File: config.mk
export PLATFORM = sky130hd
export DESIGN_NAME = usb_toggle_ctrl_flat
export DESIGN_NICKNAME = d
export VERILOG_FILES = /design/src/rtl/usb_toggle_ctrl_if.sv /design/src/rtl/usb_toggle_ctrl.sv /design/src/flat_wrapper.sv
export SDC_FILE = /design/constraint.sdc
export NUM_CORES = 1
export LEC_CHECK = 0
export CAP_MARGIN = 10
export CELL_PAD_IN_SITES_DETAIL_PLACEMENT = 0
export CELL_PAD_IN_SITES_GLOBAL_PLACEMENT = 2
export CORE_MARGIN = 2
export CORE_UTILIZATION = 37
export DETAILED_ROUTE_END_ITERATION = 6
export PLACE_DENSITY = 0.87
export SETUP_SLACK_MARGIN = 0.02
export SLEW_MARGIN = 20
export SYNTH_ARGS = -nofsm -noshare
export SYNTH_HDL_FRONTEND = slang
export SYNTH_SLANG_ARGS = --single-unit
export TNS_END_PERCENT = 100
File: constraint.sdc
create_clock -name clk -period 4.7 [get_ports clk]
set_input_delay 0.47 -clock clk [delete_from_list [all_inputs] [get_ports clk]]
set_output_delay 0.47 -clock clk [all_outputs]
set_load 0.05 [all_outputs]
File: src/rtl/usb_toggle_ctrl_if.sv
`default_nettype none
// ============================================================================
// usb_toggle_ctrl_if : handshake/bus bundle for the DATA0/DATA1 toggle engine
// Rev 1.0
// ============================================================================
interface usb_toggle_ctrl_if #(
  parameter int NUM_EP = 4
);
  logic              bus_reset;
  logic              out_chk_valid;
  logic [3:0]        out_chk_ep;
  logic [3:0]        out_chk_pid;
  logic              out_chk_setup;
  logic              out_accept;
  logic              out_chk_ok;
  logic              out_chk_dup;
  logic              out_chk_err;
  logic              in_req_valid;
  logic [3:0]        in_req_ep;
  logic              in_pid_valid;
  logic [3:0]        in_pid;
  logic              in_err;
  logic              hs_valid;
  logic              hs_ack;
  logic              in_timeout;
  logic              clr_valid;
  logic [3:0]        clr_ep;
  logic [NUM_EP-1:0] dbg_tog_out;
  logic [NUM_EP-1:0] dbg_tog_in;

  modport master (
    output bus_reset, out_chk_valid, out_chk_ep, out_chk_pid, out_chk_setup,
           out_accept, in_req_valid, in_req_ep, hs_valid, hs_ack, clr_valid, clr_ep,
    input  out_chk_ok, out_chk_dup, out_chk_err, in_pid_valid, in_pid, in_err,
           in_timeout, dbg_tog_out, dbg_tog_in
  );

  modport slave (
    input  bus_reset, out_chk_valid, out_chk_ep, out_chk_pid, out_chk_setup,
           out_accept, in_req_valid, in_req_ep, hs_valid, hs_ack, clr_valid, clr_ep,
    output out_chk_ok, out_chk_dup, out_chk_err, in_pid_valid, in_pid, in_err,
           in_timeout, dbg_tog_out, dbg_tog_in
  );
endinterface
`default_nettype wire

File: src/rtl/usb_toggle_ctrl.sv
`default_nettype none
// ============================================================================
// usb_toggle_ctrl : per-endpoint DATA0/DATA1 sequence-bit engine (OUT and IN)
// Rev 1.0
// ============================================================================
module usb_toggle_ctrl #(
  parameter int          NUM_EP      = 4,
  parameter logic [15:0] ISO_EP_MASK = 16'h0000,
  parameter int          TIMEOUT_CYC = 16
) (
  input  wire logic        clk,
  input  wire logic        rst_n,
  usb_toggle_ctrl_if.slave bus
);

  localparam logic [3:0]  c_PID_DATA0 = 4'h3;
  localparam logic [3:0]  c_PID_DATA1 = 4'hB;
  localparam logic [4:0]  c_NUM_EP    = 5'(NUM_EP);
  localparam logic [15:0] c_TMO_LAST  = 16'(TIMEOUT_CYC - 1);

  typedef enum logic [0:0] {
    S_IDLE    = 1'b0,
    S_WAIT_HS = 1'b1
  } state_t;

  // Full 16-entry storage so any 4-bit ep can index safely; only bits below
  // NUM_EP are ever written, the rest hold their reset value.
  logic [15:0] r_tog_out;
  logic [15:0] r_tog_in;
  state_t      r_state;
  logic [3:0]  r_ep;
  logic [15:0] r_timer;

  logic        r_out_ok;
  logic        r_out_dup;
  logic        r_out_err;
  logic        r_in_pid_valid;
  logic [3:0]  r_in_pid;
  logic        r_in_err;
  logic        r_in_timeout;

  logic w_out_ep_ok;
  logic w_out_d0;
  logic w_out_d1;
  logic w_out_bad;
  logic w_out_iso;
  logic w_out_match;
  logic w_setup_ok;
  logic w_in_ep_ok;
  logic w_in_iso;
  logic w_in_new;
  logic w_clr_ok;
  logic w_pend;

  assign w_out_ep_ok = {1'b0, bus.out_chk_ep} < c_NUM_EP;
  assign w_out_d0    = bus.out_chk_pid == c_PID_DATA0;
  assign w_out_d1    = bus.out_chk_pid == c_PID_DATA1;
  assign w_out_bad   = !w_out_ep_ok || !(w_out_d0 || w_out_d1);
  assign w_out_iso   = ISO_EP_MASK[bus.out_chk_ep];
  assign w_out_match = r_tog_out[bus.out_chk_ep] ? w_out_d1 : w_out_d0;
  assign w_setup_ok  = bus.out_chk_valid && !w_out_bad && bus.out_chk_setup && w_out_d0;

  assign w_in_ep_ok  = {1'b0, bus.in_req_ep} < c_NUM_EP;
  assign w_in_iso    = ISO_EP_MASK[bus.in_req_ep];
  assign w_in_new    = bus.in_req_valid && w_in_ep_ok;
  assign w_clr_ok    = bus.clr_valid && ({1'b0, bus.clr_ep} < c_NUM_EP);
  assign w_pend      = r_state == S_WAIT_HS;

  // Later assignments in this block take precedence: flips, then SETUP,
  // then clear-halt, with bus reset wrapping everything.
  always_ff @(posedge clk or negedge rst_n) begin
    if (!rst_n) begin
      r_tog_out      <= '0;
      r_tog_in       <= '0;
      r_state        <= S_IDLE;
      r_ep           <= '0;
      r_timer        <= '0;
      r_out_ok       <= 1'b0;
      r_out_dup      <= 1'b0;
      r_out_err      <= 1'b0;
      r_in_pid_valid <= 1'b0;
      r_in_pid       <= c_PID_DATA0;
      r_in_err       <= 1'b0;
      r_in_timeout   <= 1'b0;
    end else begin
      r_out_ok       <= 1'b0;
      r_out_dup      <= 1'b0;
      r_out_err      <= 1'b0;
      r_in_pid_valid <= 1'b0;
      r_in_err       <= 1'b0;
      r_in_timeout   <= 1'b0;

      if (bus.bus_reset) begin
        r_tog_out <= '0;
        r_tog_in  <= '0;
        r_state   <= S_IDLE;
        r_timer   <= '0;
      end else begin
        if (bus.out_chk_valid) begin
          if (w_out_bad) begin
            r_out_err <= 1'b1;
          end else if (bus.out_chk_setup) begin
            if (w_out_d0) begin
              r_out_ok                  <= 1'b1;
              r_tog_out[bus.out_chk_ep] <= 1'b1;
            end else begin
              r_out_dup <= 1'b1;
            end
          end else if (w_out_iso) begin
            r_out_ok <= 1'b1;
          end else if (w_out_match) begin
            r_out_ok <= 1'b1;
            if (bus.out_accept) begin
              r_tog_out[bus.out_chk_ep] <= ~r_tog_out[bus.out_chk_ep];
            end
          end else begin
            r_out_dup <= 1'b1;
          end
        end

        if (bus.in_req_valid && !w_in_ep_ok) begin
          r_in_err <= 1'b1;
        end

        // A new valid IN silently replaces any pending one.
        if (w_in_new) begin
          r_in_pid_valid <= 1'b1;
          r_in_pid       <= (w_in_iso || !r_tog_in[bus.in_req_ep]) ? c_PID_DATA0 : c_PID_DATA1;
          r_ep           <= bus.in_req_ep;
          r_timer        <= '0;
          r_state        <= w_in_iso ? S_IDLE : S_WAIT_HS;
        end else if (w_pend) begin
          if (bus.hs_valid) begin
            if (bus.hs_ack && !ISO_EP_MASK[r_ep]) begin
              r_tog_in[r_ep] <= ~r_tog_in[r_ep];
            end
            r_state <= S_IDLE;
          end else if (r_timer == c_TMO_LAST) begin
            r_in_timeout <= 1'b1;
            r_state      <= S_IDLE;
          end else begin
            r_timer <= r_timer + 16'd1;
          end
        end

        if (w_setup_ok) begin
          r_tog_in[bus.out_chk_ep] <= 1'b1;
          if (w_pend && !w_in_new && (r_ep == bus.out_chk_ep)) begin
            r_state      <= S_IDLE;
            r_in_timeout <= 1'b0;
          end
        end

        if (w_clr_ok) begin
          r_tog_out[bus.clr_ep] <= 1'b0;
          r_tog_in[bus.clr_ep]  <= 1'b0;
          if (w_pend && !w_in_new && (r_ep == bus.clr_ep)) begin
            r_state      <= S_IDLE;
            r_in_timeout <= 1'b0;
          end
        end
      end
    end
  end

  assign bus.out_chk_ok   = r_out_ok;
  assign bus.out_chk_dup  = r_out_dup;
  assign bus.out_chk_err  = r_out_err;
  assign bus.in_pid_valid = r_in_pid_valid;
  assign bus.in_pid       = r_in_pid;
  assign bus.in_err       = r_in_err;
  assign bus.in_timeout   = r_in_timeout;
  assign bus.dbg_tog_out  = r_tog_out[NUM_EP-1:0];
  assign bus.dbg_tog_in   = r_tog_in[NUM_EP-1:0];

endmodule
`default_nettype wire

File: src/flat_wrapper.sv
// flat-port wrapper written by rule: the top's interface ports become plain ports
module usb_toggle_ctrl_flat 
#(
  parameter int          NUM_EP      = 4,
  parameter logic [15:0] ISO_EP_MASK = 16'h0000,
  parameter int          TIMEOUT_CYC = 16
)
  (clk, rst_n, bus_bus_reset, bus_out_chk_valid, bus_out_chk_ep, bus_out_chk_pid, bus_out_chk_setup, bus_out_accept, bus_in_req_valid, bus_in_req_ep, bus_hs_valid, bus_hs_ack, bus_clr_valid, bus_clr_ep, bus_out_chk_ok, bus_out_chk_dup, bus_out_chk_err, bus_in_pid_valid, bus_in_pid, bus_in_err, bus_in_timeout, bus_dbg_tog_out, bus_dbg_tog_in);
  usb_toggle_ctrl_if #(.NUM_EP(NUM_EP)) bus_i ();
  input  wire logic clk;
  input  wire logic rst_n;
  input wire logic [$bits(bus_i.bus_reset)-1:0] bus_bus_reset;
  input wire logic [$bits(bus_i.out_chk_valid)-1:0] bus_out_chk_valid;
  input wire logic [$bits(bus_i.out_chk_ep)-1:0] bus_out_chk_ep;
  input wire logic [$bits(bus_i.out_chk_pid)-1:0] bus_out_chk_pid;
  input wire logic [$bits(bus_i.out_chk_setup)-1:0] bus_out_chk_setup;
  input wire logic [$bits(bus_i.out_accept)-1:0] bus_out_accept;
  input wire logic [$bits(bus_i.in_req_valid)-1:0] bus_in_req_valid;
  input wire logic [$bits(bus_i.in_req_ep)-1:0] bus_in_req_ep;
  input wire logic [$bits(bus_i.hs_valid)-1:0] bus_hs_valid;
  input wire logic [$bits(bus_i.hs_ack)-1:0] bus_hs_ack;
  input wire logic [$bits(bus_i.clr_valid)-1:0] bus_clr_valid;
  input wire logic [$bits(bus_i.clr_ep)-1:0] bus_clr_ep;
  output wire logic [$bits(bus_i.out_chk_ok)-1:0] bus_out_chk_ok;
  output wire logic [$bits(bus_i.out_chk_dup)-1:0] bus_out_chk_dup;
  output wire logic [$bits(bus_i.out_chk_err)-1:0] bus_out_chk_err;
  output wire logic [$bits(bus_i.in_pid_valid)-1:0] bus_in_pid_valid;
  output wire logic [$bits(bus_i.in_pid)-1:0] bus_in_pid;
  output wire logic [$bits(bus_i.in_err)-1:0] bus_in_err;
  output wire logic [$bits(bus_i.in_timeout)-1:0] bus_in_timeout;
  output wire logic [$bits(bus_i.dbg_tog_out)-1:0] bus_dbg_tog_out;
  output wire logic [$bits(bus_i.dbg_tog_in)-1:0] bus_dbg_tog_in;
  assign bus_i.bus_reset = bus_bus_reset;
  assign bus_i.out_chk_valid = bus_out_chk_valid;
  assign bus_i.out_chk_ep = bus_out_chk_ep;
  assign bus_i.out_chk_pid = bus_out_chk_pid;
  assign bus_i.out_chk_setup = bus_out_chk_setup;
  assign bus_i.out_accept = bus_out_accept;
  assign bus_i.in_req_valid = bus_in_req_valid;
  assign bus_i.in_req_ep = bus_in_req_ep;
  assign bus_i.hs_valid = bus_hs_valid;
  assign bus_i.hs_ack = bus_hs_ack;
  assign bus_i.clr_valid = bus_clr_valid;
  assign bus_i.clr_ep = bus_clr_ep;
  assign bus_out_chk_ok = bus_i.out_chk_ok;
  assign bus_out_chk_dup = bus_i.out_chk_dup;
  assign bus_out_chk_err = bus_i.out_chk_err;
  assign bus_in_pid_valid = bus_i.in_pid_valid;
  assign bus_in_pid = bus_i.in_pid;
  assign bus_in_err = bus_i.in_err;
  assign bus_in_timeout = bus_i.in_timeout;
  assign bus_dbg_tog_out = bus_i.dbg_tog_out;
  assign bus_dbg_tog_in = bus_i.dbg_tog_in;
  usb_toggle_ctrl #(.NUM_EP(NUM_EP), .ISO_EP_MASK(ISO_EP_MASK), .TIMEOUT_CYC(TIMEOUT_CYC)) u_core (.clk(clk), .rst_n(rst_n), .bus(bus_i));
endmodule
==> impl_metrics.yaml <==
floorplan:
  core_sq_mm: 0.007647
  die_h_microns: 92.54
  die_w_microns: 92.54
  io-pin-count: 44
  start_util: 0.3793
  rows: 32
  dieArea_sq_mm: 0.008563
clock_tree:
  path_clk_slew_ns: 0.09
  cts_setup_buffers: 0
  hold_buffers: 0
  cts_tree: "done"
  root_buffer: "clkbuf_8"
  cts_max_level: 2
  cts.sinks: 52
  cts_buffers: 5
  cts_resized: 0
  insertion_delay_ns: 0.31
  ctsLongestPathBuffers: 2
critical_path:
  startpoint: "bus_out_chk_ep[0]"
  critPathCaptureType: "flip-flop"
  critical_path_class: "in2reg"
  reg2reg_from: "u_core.r_timer[0]"
  crit_fanout: 10
  startpoint_type: "primary input"
  critical_path_required_ns: 4.92
  worst-endpoint-arrival_ns: 2.54
place:
  numPortBuffers: 40
  pre_cts_ws_ns: 2.029
  hpwl_mm: 4.353
  gp_congestion: 0.7250
  place_inst: 406
sta:
  rsz0062_at_grt: "no"
  relSlewSlack: 0.4427
  setup_viol: 0
  fin_worst_skew_ns: 0.01030
  period_needed_ns: 2.314
  fmax_mhz: 432.2
  hold_violations: 0
  worst_pin_slew_ns: 0.8248
  slew_violations: 0
  tns_ns: 0
  timing.final.ws_setup_ns: 2.386
  period_share: 0.4923
drt:
  post-route-drc-count: 0
  drtIter0Drc: 73
  ant_nets: 0
  vias: 2133
  first_pass_iters: 4
  wirelength_mm: 6.030
  viasPerCell: 5.190
  wl_per_cell_microns: 14.67
grt:
  grt_max_degree: 53
  track_usage: 0.1495
  gr-total-overflow: 0
  antenna_found_initial: 0
  grt_pass1_wl_mm: 10.05
  grt_pass1_vias: 2110
cells_and_area:
  fin_util: 0.4382
  drive_gt1_frac: 0.07443
  final_common_cell: "dfrtp_1"
  mostFrequentLayoutCells: "52 x dfrtp_1, 39 x clkdlybuf4s50_1, 23 x nor2_1, 15 x nand2_1, 15 x nor2b_1"
  final.fill_count: 718
  multi_input_area_sq_mm: 0.001416
  stdcell_count: 411
  layout.nets: 338
  seq_area_sq_mm: 0.001301
  antenna_cells: 0
  syn_to_final_growth_pct: 15.53
yosys:
  synth_ff_type: "dfrtp_1"
  synth_edf_count: 0
  synth_cell_types: 45
  netlist_area_sq_mm: 0.002900
  ys_warn_count: 0
  syn-instance-count: 288
  synth.avg_cell_area_sq_um: 10.07
  synthArstFlopShare: 1.000
  ys_seq_area_frac: 0.4487
  synth_seq_cells: 52
power_and_ir_drop:
  p_leak_nw: 1.307
  total_power_uw: 811.6
  p_per_area_mw_per_mm2: 242.2
  ir_worst_vdd_v: 0.0001151
run_status:
  status: "finished clean"
min_path:
  holdCritPathClass: "in2async"
flow_run:
  drv_cap: 0
==> synthesized netlist by cell type (2+ instances only) <==
cell type / count / area [sq um]
a21boi_0: 4 / 30.03
mux2_2: 4 / 45.04
mux2i_1: 11 / 110.1
buf_4: 12 / 90.09
buf_2: 5 / 25.02
xor2_1: 11 / 96.34
inv_1: 7 / 26.28
nand3_1: 8 / 40.04
or3b_2: 2 / 17.52
nor4_1: 6 / 37.54
nor2_1: 23 / 86.33
nand2_1: 15 / 56.30
nand2b_1: 4 / 25.02
a211oi_1: 4 / 30.03
a21oi_1: 14 / 70.07
nor3b_1: 4 / 30.03
or3_1: 8 / 50.05
nor2b_1: 15 / 93.84
nand4_1: 11 / 68.82
conb_1: 2 / 7.510
and2_1: 4 / 25.02
a31oi_1: 4 / 25.02
a311oi_1: 3 / 26.28
nand3b_1: 3 / 22.52
and3_1: 3 / 18.77
clkbuf_1: 9 / 33.78
mux4_2: 5 / 112.6
nor3_1: 5 / 25.02
dfrtp_1: 52 / 1301
xnor2_1: 4 / 35.03
o21ai_0: 11 / 55.05
nor4b_1: 2 / 17.52
==> through the flow <==
| step | hold slack [ns] | area, sq um |
|---|---|---|
| floorplan | 0.1744 | 2904 |
| global placement | 0.4759 | 3282 |
| detailed placement | 0.4830 | 3282 |
| CTS | 0.3071 | 3351 |
| global route | 0.3395 | 3351 |
| finish | 0.2588 | 3351 |
==> sequential cells by signal, summed over array words and instances, names as in the netlist <==
signal and cells:
u_core.bus.out_chk_dup 1, u_core.r_tog_in 8, u_core.bus.in_pid 1, u_core.bus.in_pid_valid 1, u_core.bus.out_chk_err 1, u_core.r_ep 4
u_core.bus.out_chk_ok 1, u_core.bus.in_err 1, u_core.r_state 1, u_core.r_tog_out 16, u_core.bus.in_timeout 1, u_core.r_timer 16
==> power breakdown <==
part / internal [mW] / switching (mW) / total [mW]
registers: 0.454 / 0.0162 / 0.470
logic: 0.0475 / 0.0552 / 0.103
clock network: 0.0966 / 0.142 / 0.239
==> per-layer routing <==
layer | vias to the layer above | global-route usage | wire length (microns)
met2 | 38 | 0.2354 | 2674
met1 | 1036 | 0.2078 | 3033
li1 | 1054 | - | -
met4 | 0 | 0.04104 | 72
met3 | 5 | 0.03417 | 249
met5 | - | 0 | 0
==> layout make-up <==
class	instances	share of cell area
Inverter	7	0.007842
Timing Repair Buffer	42	0.1225
Sequential cell	52	0.3884
Tap cell	102	0.03809
Clock buffer	5	0.02054
Multi-Input combinational cell	203	0.4227
==> cell families (layout without fill, tap and decap cells) <==
logic type / Yosys count / in the layout / synth area share
compound gates: 44 / 44 / 0.09276
flops: 52 / 52 / 0.4487
simple gates: 117 / 117 / 0.2278
fa+ha+maj: 1 / 1 / 0.004313
xor+xnor: 15 / 15 / 0.04530
other cells: 2 / 3 / 0.002589
buf+inv: 34 / 54 / 0.06428
mux: 23 / 23 / 0.1143
==> worst max-delay path, cell delays in order <==
cell and delay, ns:
clkdlybuf4s50_1 0.75, mux4_2 0.59, mux2i_4 0.17, mux2_4 0.22, a311oi_1 0.09, a211oi_1 0.24
==> worst paths after layout <==
kind                                     endpoint  slack [ns]  cells past startpoint
min                        u_core.bus.out_chk_dup        0.26                      2
max                           u_core.r_tog_out[2]        2.39                      6
max reg2reg                    u_core.r_timer[10]        2.48                      6
min reg2reg                   u_core.r_tog_out[7]        0.51                      1
min in group clk              u_core.r_tog_out[7]        0.51                      1
max in group asynchronous      u_core.r_timer[12]        3.98                      2
(Power assumes the default switching activity.)
